File: config.mk
export PLATFORM = sky130hd
export DESIGN_NAME = lsu_apb_master
export DESIGN_NICKNAME = d
export VERILOG_FILES = /design/src/rtl/lsu_pkg.sv /design/src/rtl/lsu_ld_ext.sv /design/src/rtl/lsu_apb_master.sv
export SDC_FILE = /design/constraint.sdc
export NUM_CORES = 1
export LEC_CHECK = 0
export CAP_MARGIN = 30
export CORE_MARGIN = 3
export CORE_UTILIZATION = 30
export CTS_CLUSTER_DIAMETER = 100
export CTS_CLUSTER_SIZE = 20
export DETAILED_ROUTE_END_ITERATION = 10
export DONT_BUFFER_PORTS = 1
export GPL_ROUTABILITY_DRIVEN = 0
export GPL_TIMING_DRIVEN = 0
export PLACE_DENSITY = 0.45
export SYNTH_ARGS = -nofsm -noshare
export SYNTH_HDL_FRONTEND = slang
export SYNTH_SLANG_ARGS = --single-unit
export TNS_END_PERCENT = 1
File: constraint.sdc
create_clock -name clk_i -period 3.3 [get_ports clk_i]
set_input_delay 0.165 -clock clk_i [delete_from_list [all_inputs] [get_ports clk_i]]
set_output_delay 0.165 -clock clk_i [all_outputs]
set_load 0.02 [all_outputs]
File: src/rtl/lsu_pkg.sv
// Shared types and constants for the load/store APB requester.
package lsu_pkg;

    // RISC-V load/store width encodings (funct3)
    typedef enum logic [2:0] {
        LSU_B  = 3'b000,
        LSU_H  = 3'b001,
        LSU_W  = 3'b010,
        LSU_BU = 3'b100,
        LSU_HU = 3'b101
    } lsu_funct3_e;

    typedef enum logic [1:0] {
        ST_IDLE   = 2'd0,
        ST_SETUP  = 2'd1,
        ST_ACCESS = 2'd2
    } lsu_state_e;

    localparam logic [3:0] STRB_B = 4'b0001;
    localparam logic [3:0] STRB_H = 4'b0011;
    localparam logic [3:0] STRB_W = 4'b1111;

    localparam int LSU_TIMEOUT_CYC_DEF = 16;

    // A request is legal when its width exists for its direction and is naturally aligned.
    function automatic logic req_legal(input logic we, input logic [2:0] f3, input logic [1:0] a);
        logic ok;
        case (f3)
            LSU_B:   ok = 1'b1;
            LSU_H:   ok = !a[0];
            LSU_W:   ok = (a == 2'b00);
            LSU_BU:  ok = !we;
            LSU_HU:  ok = !we && !a[0];
            default: ok = 1'b0;
        endcase
        return ok;
    endfunction

    // Byte strobes for a store of the given width at lane offset a.
    function automatic logic [3:0] strb_for(input logic [2:0] f3, input logic [1:0] a);
        logic [3:0] s;
        case (f3[1:0])
            2'b00:   s = STRB_B << a;
            2'b01:   s = STRB_H << a;
            default: s = STRB_W;
        endcase
        return s;
    endfunction

endpackage

File: src/rtl/lsu_ld_ext.sv
// Read-data lane alignment and sign/zero extension for loads.
module lsu_ld_ext
    import lsu_pkg::*;
(
    input  logic [31:0] rdata,
    input  logic [2:0]  funct3,
    input  logic [1:0]  addr_lo,
    output logic [31:0] data
);

    logic [31:0] lane;

    assign lane = rdata >> {addr_lo, 3'b000};

    // Pick the addressed byte/half and extend it to 32 bits.
    always_comb begin
        data = lane;
        case (funct3)
            LSU_B:   data = {{24{lane[7]}}, lane[7:0]};
            LSU_H:   data = {{16{lane[15]}}, lane[15:0]};
            LSU_BU:  data = {24'd0, lane[7:0]};
            LSU_HU:  data = {16'd0, lane[15:0]};
            default: data = lane;
        endcase
    end

endmodule

File: src/rtl/lsu_apb_master.sv
// Load/store APB requester: one CPU request at a time, issued as an APB
// SETUP/ACCESS transfer, response returned as a registered one-cycle pulse.
// Optional build macro LSU_APB_TIMEOUT_EN aborts an ACCESS phase after
// TIMEOUT_CYC cycles without pready_i.
//
// state     | meaning
// ----------+---------------------------------------------------------
// ST_IDLE   | ready for a request; illegal requests answered from here
// ST_SETUP  | APB setup phase (psel=1, penable=0)
// ST_ACCESS | APB access phase, waits for pready_i (or timeout)
module lsu_apb_master
    import lsu_pkg::*;
#(
    parameter int ADDR_W      = 32,
    parameter int TIMEOUT_CYC = LSU_TIMEOUT_CYC_DEF
) (
    input  logic              clk_i,
    input  logic              rst_ni,
    input  logic              req_valid_i,
    output logic              req_ready_o,
    input  logic [ADDR_W-1:0] req_addr_i,
    input  logic              req_we_i,
    input  logic [31:0]       req_wdata_i,
    input  logic [2:0]        req_funct3_i,
    output logic              rsp_valid_o,
    output logic [31:0]       rsp_rdata_o,
    output logic              rsp_err_o,
    output logic [ADDR_W-1:0] paddr_o,
    output logic              psel_o,
    output logic              penable_o,
    output logic              pwrite_o,
    output logic [31:0]       pwdata_o,
    output logic [3:0]        pstrb_o,
    input  logic [31:0]       prdata_i,
    input  logic              pready_i,
    input  logic              pslverr_i
);

    lsu_state_e        state_q, state_d;
    logic              accept, legal;
    logic [2:0]        funct3_q;
    logic [1:0]        addr_lo_q;
    logic [ADDR_W-1:0] paddr_q;
    logic              pwrite_q;
    logic [31:0]       pwdata_q;
    logic [3:0]        pstrb_q;
    logic              psel_q, penable_q;
    logic              rsp_valid_q, rsp_err_q;
    logic [31:0]       rsp_rdata_q;
    logic              rsp_valid_d, rsp_err_d;
    logic [31:0]       rsp_rdata_d;
    logic [31:0]       ld_data;
    logic              tmo_hit;

    assign accept = req_valid_i && (state_q == ST_IDLE);
    assign legal  = req_legal(req_we_i, req_funct3_i, req_addr_i[1:0]);

`ifdef LSU_APB_TIMEOUT_EN
    // Down-counter loaded in SETUP so that it reaches zero on the last allowed ACCESS cycle.
    localparam int TMO_W = (TIMEOUT_CYC > 1) ? $clog2(TIMEOUT_CYC) : 1;
    localparam logic [TMO_W-1:0] TMO_LOAD = TMO_W'(TIMEOUT_CYC - 1);

    logic [TMO_W-1:0] tmo_cnt_q;

    // Wait-state timer for the ACCESS phase.
    always_ff @(posedge clk_i or negedge rst_ni) begin
        if (!rst_ni) begin
            tmo_cnt_q <= '0;
        end else if (state_q == ST_SETUP) begin
            tmo_cnt_q <= TMO_LOAD;
        end else if (state_q == ST_ACCESS && !pready_i && tmo_cnt_q != '0) begin
            tmo_cnt_q <= tmo_cnt_q - 1'b1;
        end
    end

    assign tmo_hit = (tmo_cnt_q == '0);
`else
    assign tmo_hit = 1'b0;
`endif

    lsu_ld_ext u_ld_ext (
        .rdata   (prdata_i),
        .funct3  (funct3_q),
        .addr_lo (addr_lo_q),
        .data    (ld_data)
    );

    // Next-state and next-response decode.
    always_comb begin
        state_d     = state_q;
        rsp_valid_d = 1'b0;
        rsp_err_d   = 1'b0;
        rsp_rdata_d = '0;
        case (state_q)
            ST_IDLE: begin
                if (accept) begin
                    if (legal) begin
                        state_d = ST_SETUP;
                    end else begin
                        rsp_valid_d = 1'b1;
                        rsp_err_d   = 1'b1;
                    end
                end
            end
            ST_SETUP: begin
                state_d = ST_ACCESS;
            end
            ST_ACCESS: begin
                if (pready_i) begin
                    state_d     = ST_IDLE;
                    rsp_valid_d = 1'b1;
                    rsp_err_d   = pslverr_i;
                    if (!pslverr_i && !pwrite_q) begin
                        rsp_rdata_d = ld_data;
                    end
                end else if (tmo_hit) begin
                    state_d     = ST_IDLE;
                    rsp_valid_d = 1'b1;
                    rsp_err_d   = 1'b1;
                end
            end
            default: state_d = ST_IDLE;
        endcase
    end

    // State register.
    always_ff @(posedge clk_i or negedge rst_ni) begin
        if (!rst_ni) begin
            state_q <= ST_IDLE;
        end else begin
            state_q <= state_d;
        end
    end

    // APB control and CPU response registers, decoded from the next state.
    always_ff @(posedge clk_i or negedge rst_ni) begin
        if (!rst_ni) begin
            psel_q      <= 1'b0;
            penable_q   <= 1'b0;
            rsp_valid_q <= 1'b0;
            rsp_err_q   <= 1'b0;
            rsp_rdata_q <= '0;
        end else begin
            psel_q      <= (state_d != ST_IDLE);
            penable_q   <= (state_d == ST_ACCESS);
            rsp_valid_q <= rsp_valid_d;
            rsp_err_q   <= rsp_err_d;
            rsp_rdata_q <= rsp_rdata_d;
        end
    end

    // Request capture; only legal requests disturb the APB payload, which then holds.
    always_ff @(posedge clk_i or negedge rst_ni) begin
        if (!rst_ni) begin
            paddr_q   <= '0;
            pwrite_q  <= 1'b0;
            pwdata_q  <= '0;
            pstrb_q   <= '0;
            funct3_q  <= '0;
            addr_lo_q <= '0;
        end else if (accept && legal) begin
            paddr_q   <= {req_addr_i[ADDR_W-1:2], 2'b00};
            pwrite_q  <= req_we_i;
            pwdata_q  <= req_wdata_i << {req_addr_i[1:0], 3'b000};
            pstrb_q   <= req_we_i ? strb_for(req_funct3_i, req_addr_i[1:0]) : 4'b0000;
            funct3_q  <= req_funct3_i;
            addr_lo_q <= req_addr_i[1:0];
        end
    end

    assign req_ready_o = (state_q == ST_IDLE);
    assign psel_o      = psel_q;
    assign penable_o   = penable_q;
    assign paddr_o     = paddr_q;
    assign pwrite_o    = pwrite_q;
    assign pwdata_o    = pwdata_q;
    assign pstrb_o     = pstrb_q;
    assign rsp_valid_o = rsp_valid_q;
    assign rsp_err_o   = rsp_err_q;
    assign rsp_rdata_o = rsp_rdata_q;

endmodule

# After elaboration in Yosys (flattened, before gate mapping)
# Cells that the tools add are included.
word_totals:
  regBits: 110
  in_bits: 105
  out_inout_bits: 106
  wordCells: 58
classes:
  eq_ne: 11
  n_shift: 4
  muxes: 17
  reduce_logical: 14
ops:
  columns: ["op", "n"]
  rows:
  - ["$pmux W32 S4", 1]
  - ["$mux W32", 3]
  - ["$shl A32 B5 Y32", 1]
  - ["$shr A32 B5 Y32", 1]
  - ["$eq A3 B3 Y1 const B", 4]
  - ["$pmux W4 S2", 1]
  - ["$eq A3 B1 Y1 const B", 2]
  - ["$logic_not A2 Y1", 3]
  - ["$logic_not A3 Y1", 2]
  - ["$mux W2", 3]
  - ["$pmux W2 S3", 1]
  - ["$pmux W1 S5", 1]
  - ["$eq A2 B1 Y1 const B", 2]
  - ["$eq A2 B2 Y1 const B", 2]
  - ["$logic_and A1 B1 Y1", 4]
  - ["$logic_not A1 Y1", 4]
  - ["$mux W1", 4]
  - ["$mux W4", 1]
  - ["$pmux W1 S2", 2]
  - ["$shl A1 B2 Y4 const A", 1]
  - ["$shl A2 B2 Y4 const A", 1]
  - ["$eq A3 B2 Y1 const B", 1]
  - ["$reduce_bool A2 Y1", 1]

# Depth between registers and ports, before layout
logic_depth:
  depth_word: 7
  ltp_mapped: 6
  ltp_nobuf: 4

# Cells and area by module
# A second synthesis with hierarchy kept.
hier_totals:
  cells_unflattened: 435
  hier_area_um2: 5439.0
modules_own_cells:
  columns: ["module", "n_inst", "cells_each", "area_each_um2", "seq_area_each_um2"]
  rows:
  - ["lsu_apb_master", 1, 328, 4744.6, 2752.6]
  - ["lsu_ld_ext", 1, 107, 694.4, 0.0]

# Worst setup path after synthesis
# OpenSTA, ideal clock, no wires.
synth_path:
  path_type: "register -> register"
  from: "register state_q[0]"
  to: "register rsp_rdata_q[23] (netlist: rsp_rdata_o[23])"
  setup_time_ns: 0.074
  arrival_ns: 1.758
  t_required_ns: 3.226
  setup_slack_ns: 1.468
  path_stages_with_launch: 7
  path_buffers: 2
  period_less_slack_ns: 1.832
  cell_sequence: "dfrtp_1 > or3_1 > or2_0 > buf_2 > a2111o_1 > buf_6 > o21ai_2"
synth_between:
  elab_chain_len: 2
synth_lines:
  columns: ["item", "line", "rtl"]
  rows:
  - ["start: declaration", "lsu_apb_master.sv:39", "lsu_state_e state_q, state_d;"]
  - ["start signal: assignment", "lsu_apb_master.sv:131", "state_q <= state_d;"]
  - ["$eq A2 B2 Y1", "lsu_apb_master.sv:94", "case (state_q)"]
  - ["$mux W32", "lsu_apb_master.sv:94", null]
  - ["via rsp_rdata_d[23]", "lsu_apb_master.sv:51", "logic [31:0] rsp_rdata_d;"]
  - ["end signal: assignment", "lsu_apb_master.sv:148", "rsp_rdata_q <= rsp_rdata_d;"]
  - ["end: declaration", "lsu_apb_master.sv:49", "logic [31:0] rsp_rdata_q;"]
# The timed path passes the listed nets, and every way through them passes these cells.
# A chain may end at the register's enable or synchronous reset.

# Final worst setup path
layout_path:
  from: "register state_q[0]"
  to: "register rsp_rdata_q[22] (netlist: rsp_rdata_o[22])"
# Same word-level chain as after synthesis.

==> out/results.tsv <==
metric	value	unit
global-route wire length before repair	23.1	mm
CTS resizes	0	
Mapped Cells	443	
Clk pin slew, worst setup/hold paths	0.08	ns
DRT Pass-1 Iters	4	
DIE WIDTH	134	um
Layout area overhead	23.8	%
VDD IR-drop max	270	uV
Overflow after GRT	0	
Hold Fails Final Rpt	0	
critical path required time	3.58	ns
fill cell count	1629	
largest area contributor in the netlist	dfrtp_1	
Final period util	64.6	%
synth top area cells	dfrtp_1, mux2_2, mux2i_1	
Post-synth top flop	dfrtp_1	
initial core utilization	30.8	%
max_slew headroom	46.3	%
placed insts	660	
Avg Inst Size Synth	11.1	sq um
Critical Path End Type	flop	
most frequent cell after synthesis	dfrtp_1	
Inserted Clock Buffers	9	
total core area	0.0160	sq mm
via count	3670	
overall power	4000	uW
Reg area	0.00275	sq mm
number of flops mapped to enable cells by yosys	0	
Worst Clk Skew	0.0102	ns
FMAX	0.469	GHz
multi-input combinational cell area	0.00202	sq mm
max cap viols	0	
DR WL/cell	20.4	um
largest net degree at the start of global routing	111	
outcome	complete, no violations	
final worst path period need	2.13	ns
Total Routing Usage GR	16.6	%
Post-Route WL	14.9	mm
die footprint	0.0180	sq mm
final setup fails	0	
Setup CP Type	flop to flop	
crit path max-delay cell type	a2111o_1	
hold slack	0.0124	ns
clock root cell	clkbuf_16	
worst-path cell chain	or3_1, or2_0, buf_2, a2111o_1, buf_6, o21ai_2	
crit start category	flop	
sequential share of the synthesized area	55.9	%
PortBufs	0	
worst-path fanout max	10	
PwrDens	657	mW/mm^2
initial drt markers	198	
H-tree depth	3	
share of post-route cells with drive strength above 1	15.5	%
FF+latch count, synth	110	
clk sinks	110	
Antenna diodes	0	
initial antenna violation count	0	
Synth Warn #	0	
worst path buffer plus inverter count	2	
remaining antenna violation count after routing	0	
Avg Vias per Cell	5.01	
Detailed Place HPWL	10.6	mm
synth cell count leaders	dfrtp_1, nand2_1, mux2_2, o21ai_0, mux2i_1	
row count	46	
Finished Layout Cells	733	
Clock Latency Late Sink	0.36	ns
io pins	211	
number of remaining DRC errors	0	
Slew Viols, Final	0	
Placed Area	0.00520	sq mm
die height	134	um
number of global-route vias before repair	4038	
Hold Path Class	primary input to flop	
final layout net count	617	
leakage	0.00268	uW
unrepaired setup endpoints after global routing	false	
CTS max path bufs	2	
synthesized cell area	0.00492	sq mm
final instance area	0.00610	sq mm
worst slew pin tran	0.799	ns
FFs w/ async S/R, synth	100	%
max incr delay on CP	0.49	ns
CTS tree	built	
Post-Route Setup TNS	0	ns
Synth top area share	55.9	%
CP top delay family	simple AND/OR/NAND/NOR gates	
signal arrival time at the worst endpoint	2.41	ns
post-synth cell types	35	
[through the flow]
stage	util (%)	setup WS [ns]
2_1_floorplan	-	1.47
3_3_place_gp	32.5	0.863
3_5_place_dp	32.5	1.12
4_1_cts	38.1	1.09
5_1_grt	38.1	0.981
6_report	38.1	1.17
[sequential cells by signal (all words and copies together) (netlist names)]
signal,flops
rsp_valid_o,1
penable_o,1
state_q,2
pwdata_o,32
pwrite_o,1
psel_o,1
paddr_o,30
funct3_q,3
rsp_err_o,1
rsp_rdata_o,32
addr_lo_q,2
pstrb_o,4
[cell families after synthesis]
group / Yosys count / synth area share (%)
buffers and inverters: 36 / 3.20
other: 1 / 0.0762
and+or+nand+nor: 114 / 10.7
muxes: 82 / 17.9
DFF: 110 / 55.9
AOI/OAI and AO/OA: 100 / 12.2
[layout by cell type, fill, tap and decap left out, types with 2 or more instances in the layout]
master,instances
dfrtp_1,110
nand2_1,56
dlygate4sd3_1,56
mux2_2,48
o21ai_0,36
mux2i_1,34
a21oi_1,26
a211oi_1,22
clkbuf_1,21
nor2_1,20
nor2b_1,18
clkbuf_16,9
o31ai_1,8
buf_2,6
and2_1,6
buf_1,4
or3_1,3
nand2b_1,3
o21ai_2,2
buf_4,2
conb_1,2
inv_6,2
[layer usage]
| metal | global-route usage [%] | vias to the layer above | routed length (um) |
|---|---|---|---|
| li1 | - | 1690 | - |
| met1 | 19.2 | 1812 | 5600 |
| met2 | 28.0 | 146 | 7580 |
| met3 | 6.75 | 22 | 1410 |
| met4 | 5.88 | 0 | 346 |
| met5 | 0 | - | 0 |
[report_power, final]
group / total [uW] / leakage [uW] / internal (uW) / switching [uW]
Combinational: 752 / 0.00112 / 366 / 387
Sequential: 2120 / 0.00141 / 1610 / 510
Clock: 1130 / 0.000148 / 601 / 534
Total: 4000 / 0.00268 / 2570 / 1430
[layout make-up]
class / count / share of cell area (%)
Inverter: 2 / 0.123
Tap cell: 216 / 4.43
Clock inverter: 7 / 1.31
Buffer: 34 / 2.46
Timing Repair Buffer: 57 / 9.64
Sequential cell: 110 / 45.1
Multi-Input combinational cell: 298 / 33.2
Clock buffer: 9 / 3.69
[path summary, 6_finish.rpt]
check / slack (ns) / to / from / depth (start not counted)
max in group asynchronous: 2.46 / paddr_o[16] / rst_ni / 2
worst min-delay path: 0.01 / pwdata_o[18] / req_wdata_i[10] / 2
worst min register to register: 0.58 / rsp_err_o / state_q[0] / 1
worst max register to register: 1.17 / rsp_rdata_o[22] / state_q[0] / 6
min in group asynchronous: 0.40 / rsp_rdata_o[27] / rst_ni / 2
worst max-delay path: 1.17 / rsp_rdata_o[22] / state_q[0] / 6
[what timing repair did]
action / in CTS / in global routing
setup buffers: 0 / 0
hold endpoints to repair: 168 / 0
hold buffers: 57 / 0
Power figures use the tool's default switching activity.
